File: config.mk
export PLATFORM = sky130hd
export DESIGN_NAME = conv1d_mem_scheduler
export DESIGN_NICKNAME = d
export VERILOG_FILES = /design/src/rtl/conv1d_mem_scheduler.sv
export SDC_FILE = /design/constraint.sdc
export NUM_CORES = 1
export LEC_CHECK = 0
export CELL_PAD_IN_SITES_DETAIL_PLACEMENT = 1
export CELL_PAD_IN_SITES_GLOBAL_PLACEMENT = 1
export CORE_MARGIN = 2
export CORE_UTILIZATION = 39
export CTS_CLUSTER_DIAMETER = 120
export DETAILED_ROUTE_END_ITERATION = 8
export GPL_TIMING_DRIVEN = 1
export PLACE_DENSITY_LB_ADDON = 0.08
export RECOVER_POWER = 50
export SKIP_LAST_GASP = 1
export SYNTH_ARGS = -nofsm -noshare
export SYNTH_HDL_FRONTEND = slang
export SYNTH_SLANG_ARGS = --single-unit
File: constraint.sdc
create_clock -name clk -period 3.5 [get_ports clk]
set_clock_uncertainty 0.15 [all_clocks]
set_input_delay 0.875 -clock clk [delete_from_list [all_inputs] [get_ports clk]]
set_output_delay 0.875 -clock clk [all_outputs]
set_load 0.005 [all_outputs]
File: src/rtl/conv1d_mem_scheduler.sv
// Conv1D memory scheduler: walks every (output, weight) pair, stages reads through the
// L0 ping-pong buffers via a 4-stage tag pipeline and writes each finished output back.
module conv1d_mem_scheduler #(
  parameter int Weight_Nums       = 3,
  parameter int Input_Nums        = 16,
  parameter int Output_Nums       = Input_Nums - Weight_Nums + 1,
  parameter int Weight_Addr_Width = 2,
  parameter int Input_Addr_Width  = 4,
  parameter int Output_Addr_Width = 4,
  parameter int Nums_SRAM         = 3,
  parameter int Step_Width        = 6
) (
  input  logic                         clk,
  input  logic                         Mem_Reset,
  input  logic                         Start,
  output logic                         Busy,
  output logic                         Done,
  output logic [Nums_SRAM-1:0]         Mem_Clear,
  output logic [Nums_SRAM-1:0]         Mem_CS,
  output logic [Nums_SRAM-1:0]         Mem_En_W,
  output logic [Nums_SRAM-1:0]         Mem_En_R,
  output logic [Nums_SRAM-1:0]         L0_Clear,
  output logic [Nums_SRAM-1:0]         L0_CS,
  output logic [Nums_SRAM-1:0]         L0_En_W,
  output logic [Nums_SRAM-1:0]         L0_En_R,
  output logic [Weight_Addr_Width-1:0] Mem_Weight_Addr_Read,
  output logic [Input_Addr_Width-1:0]  Mem_Input_Addr_Read,
  output logic [Output_Addr_Width-1:0] Mem_Output_Addr_Write,
  output logic                         L0_Weight_Addr_Write,
  output logic                         L0_Weight_Addr_Read,
  output logic                         L0_Input_Addr_Write,
  output logic                         L0_Input_Addr_Read,
  output logic                         Acc_En,
  output logic                         Acc_Clear
);

  typedef enum logic [1:0] {IDLE = 2'd0, CLEAR = 2'd1, RUN = 2'd2, DRAIN = 2'd3} state_t;

  typedef struct packed {
    logic                         valid;
    logic                         slot;
    logic                         first;
    logic                         last;
    logic [Output_Addr_Width-1:0] o;
  } tag_t;

  localparam int Steps = Weight_Nums * Output_Nums;
  localparam logic [Step_Width-1:0]        LastStep = Step_Width'(Steps - 1);
  localparam logic [Weight_Addr_Width-1:0] LastW    = Weight_Addr_Width'(Weight_Nums - 1);

  state_t                        state_r, state_s;
  logic [Weight_Addr_Width-1:0]  w_r, w_s;
  logic [Output_Addr_Width-1:0]  o_r, o_s;
  logic [Step_Width-1:0]         step_r, step_s;
  logic                          slot_r, slot_s;
  logic                          done_s;
  // pipe_r[k] holds the step currently in stage S(k+1); pipe_s[k] is next cycle's S(k+1)
  tag_t                          pipe_r [3];
  tag_t                          pipe_s [4];

  logic                          run_s, wr_s;
  logic [Nums_SRAM-1:0]          mem_clear_s, mem_cs_s, mem_en_w_s, mem_en_r_s;
  logic [Nums_SRAM-1:0]          l0_clear_s, l0_cs_s, l0_en_w_s, l0_en_r_s;
  logic [Weight_Addr_Width-1:0]  w_addr_s;
  logic [Input_Addr_Width-1:0]   in_addr_s;
  logic [Output_Addr_Width-1:0]  out_addr_s;
  logic                          l0_wslot_s, l0_rslot_s;

  // Next-state, step counters and tag pipeline advance
  always_comb begin
    state_s   = state_r;
    w_s       = w_r;
    o_s       = o_r;
    step_s    = step_r;
    slot_s    = slot_r;
    done_s    = 1'b0;
    pipe_s[0] = '0;
    for (int k = 1; k < 4; k++) begin
      pipe_s[k] = pipe_r[k-1];
    end
    case (state_r)
      IDLE: begin
        if (Start && !Done) state_s = CLEAR;
        else                state_s = IDLE;
      end
      CLEAR: begin
        state_s = RUN;
        w_s     = '0;
        o_s     = '0;
        step_s  = '0;
        slot_s  = 1'b0;
      end
      RUN: begin
        pipe_s[0].valid = 1'b1;
        pipe_s[0].slot  = slot_r;
        pipe_s[0].first = (w_r == '0);
        pipe_s[0].last  = (w_r == LastW);
        pipe_s[0].o     = o_r;
        slot_s = ~slot_r;
        step_s = step_r + Step_Width'(1);
        if (w_r == LastW) begin
          w_s = '0;
          o_s = o_r + Output_Addr_Width'(1);
        end else begin
          w_s = w_r + Weight_Addr_Width'(1);
          o_s = o_r;
        end
        if (step_r == LastStep) state_s = DRAIN;
        else                    state_s = RUN;
      end
      DRAIN: begin
        if (!(pipe_s[1].valid || pipe_s[2].valid || pipe_s[3].valid)) begin
          state_s = IDLE;
          done_s  = 1'b1;
        end else begin
          state_s = DRAIN;
        end
      end
      default: state_s = IDLE;
    endcase
  end

  // Decode next-cycle controls so every port comes straight from a flop
  always_comb begin
    run_s       = (state_s == RUN);
    wr_s        = pipe_s[3].valid && pipe_s[3].last;
    mem_clear_s = (state_s == CLEAR) ? Nums_SRAM'(3'b100) : Nums_SRAM'(3'b000);
    l0_clear_s  = (state_s == CLEAR) ? Nums_SRAM'(3'b111) : Nums_SRAM'(3'b000);
    mem_en_r_s  = run_s ? Nums_SRAM'(3'b011) : Nums_SRAM'(3'b000);
    mem_en_w_s  = wr_s ? Nums_SRAM'(3'b100) : Nums_SRAM'(3'b000);
    mem_cs_s    = mem_en_r_s | mem_en_w_s;
    l0_en_w_s   = pipe_s[0].valid ? Nums_SRAM'(3'b011) : Nums_SRAM'(3'b000);
    l0_en_r_s   = pipe_s[1].valid ? Nums_SRAM'(3'b011) : Nums_SRAM'(3'b000);
    l0_cs_s     = l0_en_w_s | l0_en_r_s;
    w_addr_s    = run_s ? w_s : Mem_Weight_Addr_Read;
    in_addr_s   = run_s ? (Input_Addr_Width'(o_s) + Input_Addr_Width'(w_s)) : Mem_Input_Addr_Read;
    out_addr_s  = wr_s ? pipe_s[3].o : Mem_Output_Addr_Write;
    l0_wslot_s  = pipe_s[0].valid ? pipe_s[0].slot : L0_Weight_Addr_Write;
    l0_rslot_s  = pipe_s[1].valid ? pipe_s[1].slot : L0_Weight_Addr_Read;
  end

  // FSM, counters and tag pipeline registers
  always_ff @(posedge clk) begin
    if (Mem_Reset) begin
      state_r <= IDLE;
      w_r     <= '0;
      o_r     <= '0;
      step_r  <= '0;
      slot_r  <= 1'b0;
      for (int k = 0; k < 3; k++) pipe_r[k] <= '0;
    end else begin
      state_r <= state_s;
      w_r     <= w_s;
      o_r     <= o_s;
      step_r  <= step_s;
      slot_r  <= slot_s;
      for (int k = 0; k < 3; k++) pipe_r[k] <= pipe_s[k];
    end
  end

  // Registered memory-port controls
  always_ff @(posedge clk) begin
    if (Mem_Reset) begin
      Busy <= 1'b0; Done <= 1'b0; Acc_En <= 1'b0; Acc_Clear <= 1'b0;
      Mem_Clear <= '0; Mem_CS <= '0; Mem_En_W <= '0; Mem_En_R <= '0;
      L0_Clear <= '0; L0_CS <= '0; L0_En_W <= '0; L0_En_R <= '0;
      Mem_Weight_Addr_Read <= '0; Mem_Input_Addr_Read <= '0; Mem_Output_Addr_Write <= '0;
      L0_Weight_Addr_Write <= 1'b0; L0_Input_Addr_Write <= 1'b0;
      L0_Weight_Addr_Read  <= 1'b0; L0_Input_Addr_Read  <= 1'b0;
    end else begin
      Busy <= (state_s != IDLE); Done <= done_s;
      Acc_En <= pipe_s[2].valid; Acc_Clear <= pipe_s[2].valid && pipe_s[2].first;
      Mem_Clear <= mem_clear_s; Mem_CS <= mem_cs_s; Mem_En_W <= mem_en_w_s; Mem_En_R <= mem_en_r_s;
      L0_Clear <= l0_clear_s; L0_CS <= l0_cs_s; L0_En_W <= l0_en_w_s; L0_En_R <= l0_en_r_s;
      Mem_Weight_Addr_Read <= w_addr_s; Mem_Input_Addr_Read <= in_addr_s;
      Mem_Output_Addr_Write <= out_addr_s;
      L0_Weight_Addr_Write <= l0_wslot_s; L0_Input_Addr_Write <= l0_wslot_s;
      L0_Weight_Addr_Read  <= l0_rslot_s; L0_Input_Addr_Read  <= l0_rslot_s;
    end
  end

endmodule

=== Word level (Yosys, flattened, before mapping) ===
Memory sizes are Yosys's and may differ from the RTL's.
Cells that the tools add are included.

* Mux-type cells: 24
* Equal/unequal tests: 7
* Bitwise logic cells: 7
* Multipliers: 0
* $add $sub $neg: 4
* Shift operators: 0
* $lt $le $gt $ge: 0
* Reduce and logical (&&, ||, !) cells: 11
* Div/mod/pow operators: 0

{| class="wikitable"
|+ Operator list
! operator !! number
|-
| 8-bit 2-to-1 mux || 4
|-
| 6-bit one-hot mux with 2 select lines || 1
|-
| 2-bit 2-to-1 mux || 5
|-
| 3-bit 2-to-1 mux || 3
|-
| 2-bit == test (second input constant) || 4
|-
| 2-bit one-hot mux with 4 select lines || 1
|-
| 4-bit one-hot mux with 2 select lines || 1
|-
| 6-bit by 1-bit adder with 6-bit output (second input constant) || 1
|-
| 6-bit == test (second input constant) || 1
|-
| 1-bit 2-to-1 mux || 6
|-
| 4-bit by 1-bit adder with 4-bit output (second input constant) || 1
|-
| 4-bit by 2-bit adder with 4-bit output || 1
|-
| 2-bit by 1-bit == test with 1-bit output (second input constant) || 2
|-
| 2-bit logical NOT || 2
|-
| 4-bit 2-to-1 mux || 1
|-
| 2-bit one-hot mux with 2 select lines || 1
|-
| 2-bit nonzero test || 2
|-
| 1-bit logical AND || 3
|-
| 1-bit OR || 3
|-
| 2-bit by 3-bit OR with 3-bit output || 1
|-
| 2-bit by 1-bit adder with 2-bit output (second input constant) || 1
|-
| 1-bit logical OR || 2
|-
| 1-bit NOT || 2
|-
| 2-bit OR || 1
|-
| 3 further kinds || 3
|}

* Word-level logic and storage cells: 76
* Bits in latches: 0
* Memories: 1
* Bits in registers: 55
* Bits of input ports: 3
* Bits in writable memories: 24
* Memory bits (read-only): 0
* Output and inout bits: 42

{| class="wikitable"
|+ Memories
! memory !! depth !! width !! read ports !! clocked after Yosys merged registers in !! wr ports !! RTL line !! source
|-
| pipe_r || 3 || 8 || 3 || 0 || 3 || 58 || <nowiki>tag_t pipe_r [3];</nowiki>
|}

=== Longest topological paths before layout ===
An unclocked memory read counts as a cell.

* Word-level depth: 8
* Gate-level depth with buffers: 10
* Gate-level depth less buffers: 10

=== Worst setup path after synthesis ===
Ideal clock, no wire load.

* Kind: register to register
* Start point: register state_r[1]
* End point: register Mem_Input_Addr_Read[2]
* Slack: 0.930 ns
* Arrival time: 2.286 ns
* Required time: 3.216 ns
* Path buffers: 1
* Period minus slack after synthesis: 2.570 ns
* Library setup time: 0.134 ns
* Cell stages (with the launch flop): 11
* Path through: dfxtp_1 > inv_1 > ha_1 > buf_2 > nand2b_1 > o31ai_1 > ha_1 > fa_1 > or3_1 > nand3_1 > a21oi_1

* Longest elaborated chain between the ends: 3
* Elaborated cells on any way between the ends: 9
* Classes of those cells: add/sub (1); eq/ne (4); mux (3); reduce/logical (1)

{| class="wikitable"
|+ Ends and longest elaborated chain
! item !! RTL line !! source
|-
| from (decl) || 51 || <nowiki>state_t state_r, state_s;</nowiki>
|-
| from (signal assigned) || 152 || <nowiki>state_r <= state_s;</nowiki>
|-
| 2-bit == test or 2-bit by 1-bit == test with 1-bit output (tied branches) || 81 || <nowiki>case (state_r)</nowiki>
|-
| 2-bit one-hot mux with 2 select lines (*) || 81 ||
|-
| net w_s[0] || 52 || <nowiki>logic [Weight_Addr_Width-1:0] w_r, w_s;</nowiki>
|-
| 4-bit by 2-bit adder with 4-bit output (*) || 136 || <nowiki>in_addr_s = run_s ? (Input_Addr_Width'(o_s) + Input_Addr_Width'(w_s)) : Mem_Input_Addr_Read;</nowiki>
|-
| to (signal assigned) || 175 || <nowiki>Mem_Weight_Addr_Read <= w_addr_s; Mem_Input_Addr_Read <= in_addr_s;</nowiki>
|-
| to (decl) || 27 || <nowiki>output logic [Input_Addr_Width-1:0] Mem_Input_Addr_Read,</nowiki>
|}

The timed path passes the listed nets; every way through them passes the cells marked *.
A chain may end at the register's enable or synchronous reset.

=== Final worst setup path ===
* Start point: register state_r[1]
* End point: register Mem_Input_Addr_Read[2]

* Longest elaborated chain between the ends: 3
* Elaborated cells on any way between the ends: 9
* Classes of those cells: add/sub (1); eq/ne (4); mux (3); reduce/logical (1)

{| class="wikitable"
|+ Ends and longest elaborated chain
! item !! RTL line !! source
|-
| 2-bit == test or 2-bit by 1-bit == test with 1-bit output (tied branches) || 81 ||
|-
| 4-bit one-hot mux with 2 select lines (*) || 81 ||
|-
| net o_s[0] || 53 || <nowiki>logic [Output_Addr_Width-1:0] o_r, o_s;</nowiki>
|-
| 4-bit by 2-bit adder with 4-bit output (*) || 136 ||
|}

Marks and branches as above.

==> results.txt <==
----------------------------------------------------
[Critical path]
  Number of cells on the worst reg-to-reg path ... 9
  Critical Setup Path Class ... reg2reg
  Type of element launching the critical path ... flop
  Arrival @ worst endpoint ... 2.98 ns
  Worst reg2reg path endpoint ... Mem_Input_Addr_Read[2]
  FF-to-FF setup slack ... between 0.5 and 0.6 ns
  Reg-to-reg startpoint ... state_r[1]
  Critical Path End Type ... flop
  Required time of the critical path ... between 3 and 4 ns
  Critical-path maximum fanout ... 13

[CTS]
  Hold_buf cts ... 0
  Post-CTS Setup Inserts ... 0
  Worst skew pair latency ... 0.30 ns
  Clock Tree Root ... sky130_fd_sc_hd__clkbuf_8
  CTS tree ... built
  Clock Path Buffers ... 2
  Number of CTS-inserted buffers ... 5
  Clock-pin slew on the worst setup and hold paths ... about 0.10 ns
  Deepest level of the CTS H-tree ... 2
  Sink count of the clock tree ... 55
  Post-CTS resize count ... 0

[Floorplanning]
  Die outline width ... 80.1 um
  Die ar. ... roughly 6400 um2
  Effective utilization at floorplan ... 0.408
  Ports placed on the boundary ... 45
  Die height ... 80.1 um
  Row count ... 27
  Core region area ... about 5500 um2

[Timing]
  Unrepaired setup endpoints after global routing ... no
  Slew margin rel. ... 0.413
  Upper clock frequency limit ... between 300 and 400 MHz
  Total negative slack ... 0 ns
  Number of setup violations in the final report ... 0
  Final cycle utilization of the critical path ... 0.845
  Time the final worst path needs with I/O delays and setup ... a little under 3 ns
  Final-report max-slew violation count ... 0
  Transition time at the pin with the least slew margin ... 0.881 ns
  Final count of hold timing violations ... 0

[Pwr]
  Max IR drop VDD ... 0.162 mV
  Total Power Consumption ... between 1 and 1.5 mW
  Cell Pwr Density ... around 420 nW/um2
  Standby leakage power ... around 1.0 nW

[Global routing]
  Wire length of the first global-routing pass ... 6.59 mm
  Pin count of the biggest net entering global routing ... 23
  Antenna violations before repair ... 0
  Gr ovfl total ... 0
  All-layer global routing usage ... 0.134
  Vias in the first global route ... around 1400

[Min path]
  Beginning of the worst hold path ... pipe_r[0][13]
  Worst hold path cell count ... 1
  Worst hold path endpoint ... Acc_Clear
  Hold WC Path Type ... reg2reg

[Yosys]
  Fraction of the yosys area taken by sequential cells ... 0.487
  Most frequently used flop master after synthesis ... sky130_fd_sc_hd__dfxtp_1
  Mean post-synth cell area ... roughly 10 um2
  Post-synth design cell area ... around 2300 um2
  Number of enable flip-flop cells after synthesis ... 0
  Post-Synth XOR/XNOR Area ... 0.0232
  Count of yosys warnings during synthesis ... 0
  Number of synthesized register bits ... 55
  Post-synthesis share of cell area spent on full adders, half adders and majority gates ... 0.0531
  Combinational family with the most area after synthesis ... simple AND/OR/NAND/NOR gates
  Biggest area contributors in the synthesized netlist ... sky130_fd_sc_hd__dfxtp_1 49%, sky130_fd_sc_hd__buf_4 7.6%, sky130_fd_sc_hd__nor2b_1 4.7%
  Mux cell area share after synthesis ... 0.0448
  Simple logic cell fraction of the synthesized area ... 0.229
  Complex-gate fraction of the synthesized area ... 0.0642
  Post-Synthesis Cells ... approximately 230
  Portion of synthesized cell area occupied by the leading cell type ... 0.487
  Cell type with the highest aggregate area in the netlist ... sky130_fd_sc_hd__dfxtp_1
  Count of distinct cell types in the synthesized netlist ... 41
  Async set-reset flop share out of synthesis ... 0

[Layout]
  Highest-count cells in the layout ignoring fill and taps ... 55 x sky130_fd_sc_hd__dfxtp_1, 31 x sky130_fd_sc_hd__clkdlybuf4s50_1, 22 x sky130_fd_sc_hd__nor2_1, 17 x sky130_fd_sc_hd__nor2b_1, 10 x sky130_fd_sc_hd__nand2_1
  Number of filler cells placed in the layout ... 639
  Sequential Area ... roughly 1100 um2
  Final-stage net count ... 260
  Most common library cell in the layout ignoring fill and taps ... sky130_fd_sc_hd__dfxtp_1
  Area occupied by multi-input gates ... 967 um2
  Share of final-layout standard cells stronger than drive strength 1 ... 0.0643
  Layout Area Growth over Synthesis ... 17.0%
  Antenna diode instance count ... 0

[Routing]
  Via total after detailed routing ... about 1500
  Mean routed wirelength per cell ... between 10 and 15 um
  Number of iterations in the first detailed-routing pass ... 4
  Post-route antenna net violation count ... 0
  Drt drc ... 0
  Number of vias per cell after detailed routing ... approximately 4.6
  Routed WL ... about 4.0 mm
  Detailed router's first-iteration violation count ... 32

[Placement]
  Final HPWL DP ... 2.96 mm
  Port Buffers ... 36
  Placer congestion estimate ... between 0.7 and 0.8

[Run]
  Max Cap Violations ... 0

[Outcome]
  Result of the run ... finished, final reports clean

----------------------------------------------------
[state kept, by name, indices dropped and copies added, names as in the netlist, 2 cells and up]
signal,count
pipe_r,19
step_r,6
Mem_Input_Addr_Read,4
Mem_Output_Addr_Write,4
o_r,4
Mem_Weight_Addr_Read,2
state_r,2
w_r,2
[how the worst max path moves through the flow]
stage / start / end / slack, ns
5_1_grt: state_r[0] / Mem_Input_Addr_Read[3] / 0.34
2_1_floorplan: state_r[1] / Mem_Input_Addr_Read[2] / 0.93
3_3_place_gp: state_r[1] / Mem_Input_Addr_Read[3] / 0.64
4_1_cts: state_r[1] / Mem_Input_Addr_Read[2] / 0.55
6_report: state_r[1] / Mem_Input_Addr_Read[2] / 0.54
3_5_place_dp: state_r[1] / Mem_Input_Addr_Read[2] / 0.57
[synthesized netlist by cell type, types with 2 or more instances]
| master | instances |
|---|---|
| sky130_fd_sc_hd__a21oi_1 | 8 |
| sky130_fd_sc_hd__nand3b_1 | 3 |
| sky130_fd_sc_hd__o21ai_0 | 4 |
| sky130_fd_sc_hd__mux2i_1 | 9 |
| sky130_fd_sc_hd__ha_1 | 8 |
| sky130_fd_sc_hd__nor2b_1 | 17 |
| sky130_fd_sc_hd__buf_1 | 2 |
| sky130_fd_sc_hd__nor2_1 | 22 |
| sky130_fd_sc_hd__clkbuf_1 | 3 |
| sky130_fd_sc_hd__xor2_1 | 4 |
| sky130_fd_sc_hd__inv_1 | 6 |
| sky130_fd_sc_hd__nand4_1 | 2 |
| sky130_fd_sc_hd__nand2_1 | 10 |
| sky130_fd_sc_hd__xnor2_1 | 2 |
| sky130_fd_sc_hd__dfxtp_1 | 55 |
| sky130_fd_sc_hd__nor3_1 | 4 |
| sky130_fd_sc_hd__nand2b_1 | 6 |
| sky130_fd_sc_hd__and2_1 | 8 |
| sky130_fd_sc_hd__nand3_1 | 6 |
| sky130_fd_sc_hd__buf_4 | 23 |
| sky130_fd_sc_hd__or3_1 | 3 |
[final cells by class]
class,instances,area share
Sequential cell,55,0.416
Clock buffer,5,0.0260
Timing Repair Buffer,38,0.139
Tap cell,72,0.0340
Clock inverter,3,0.0109
Inverter,6,0.00851
Multi-Input combinational cell,142,0.365
[where the power goes]
part           internal (mW)  leakage, nW  switching, mW  total, mW
registers              0.638        0.444         0.0108      0.648
clock network          0.149       0.0502          0.220      0.369
logic                 0.0482        0.545         0.0514     0.0996
[worst max-delay path, cell delays in order (launching register included)]
cell and delay (ns):
sky130_fd_sc_hd__dfxtp_1 0.46, sky130_fd_sc_hd__inv_1 0.07, sky130_fd_sc_hd__ha_1 0.55, sky130_fd_sc_hd__nor2b_1 0.37, sky130_fd_sc_hd__nor2_1 0.10, sky130_fd_sc_hd__ha_1 0.22, sky130_fd_sc_hd__fa_1 0.38, sky130_fd_sc_hd__or3_1 0.38
sky130_fd_sc_hd__nand3_1 0.09, sky130_fd_sc_hd__a21oi_1 0.06
[per-stage QoR]
stage          cells  hold slack (ns)  setup slack, ns  utilization  cell area [um2]
2_1_floorplan    232            0.256            0.930            -             2290
3_3_place_gp     313            0.265            0.635        0.461             2560
3_5_place_dp     313            0.269            0.572        0.461             2560
4_1_cts          321            0.294            0.549        0.479             2650
5_1_grt          321            0.302            0.344        0.478             2650
6_report         321            0.290            0.544        0.478             2650
[cell families (layout without fill, tap and decap cells)]
| family | Yosys count | count (layout) |
|---|---|---|
| and+or+nand+nor | 89 | 89 |
| adders and majority gates | 9 | 9 |
| other | 1 | 8 |
| xor gates and xnor gates | 6 | 6 |
| muxes | 10 | 10 |
| AOI/OAI and AO/OA | 20 | 20 |
| buffers and inverters | 35 | 52 |
| DFF | 55 | 55 |
[layer usage]
layer	track usage	share of wire	vias to the layer above
li1	-	-	757
met1	0.165	0.49	685
met2	0.222	0.45	37
met3	0.0416	0.048	4
met4	0.0458	0.0091	0
met5	0	0	-
Power figures use the tool's default switching activity.
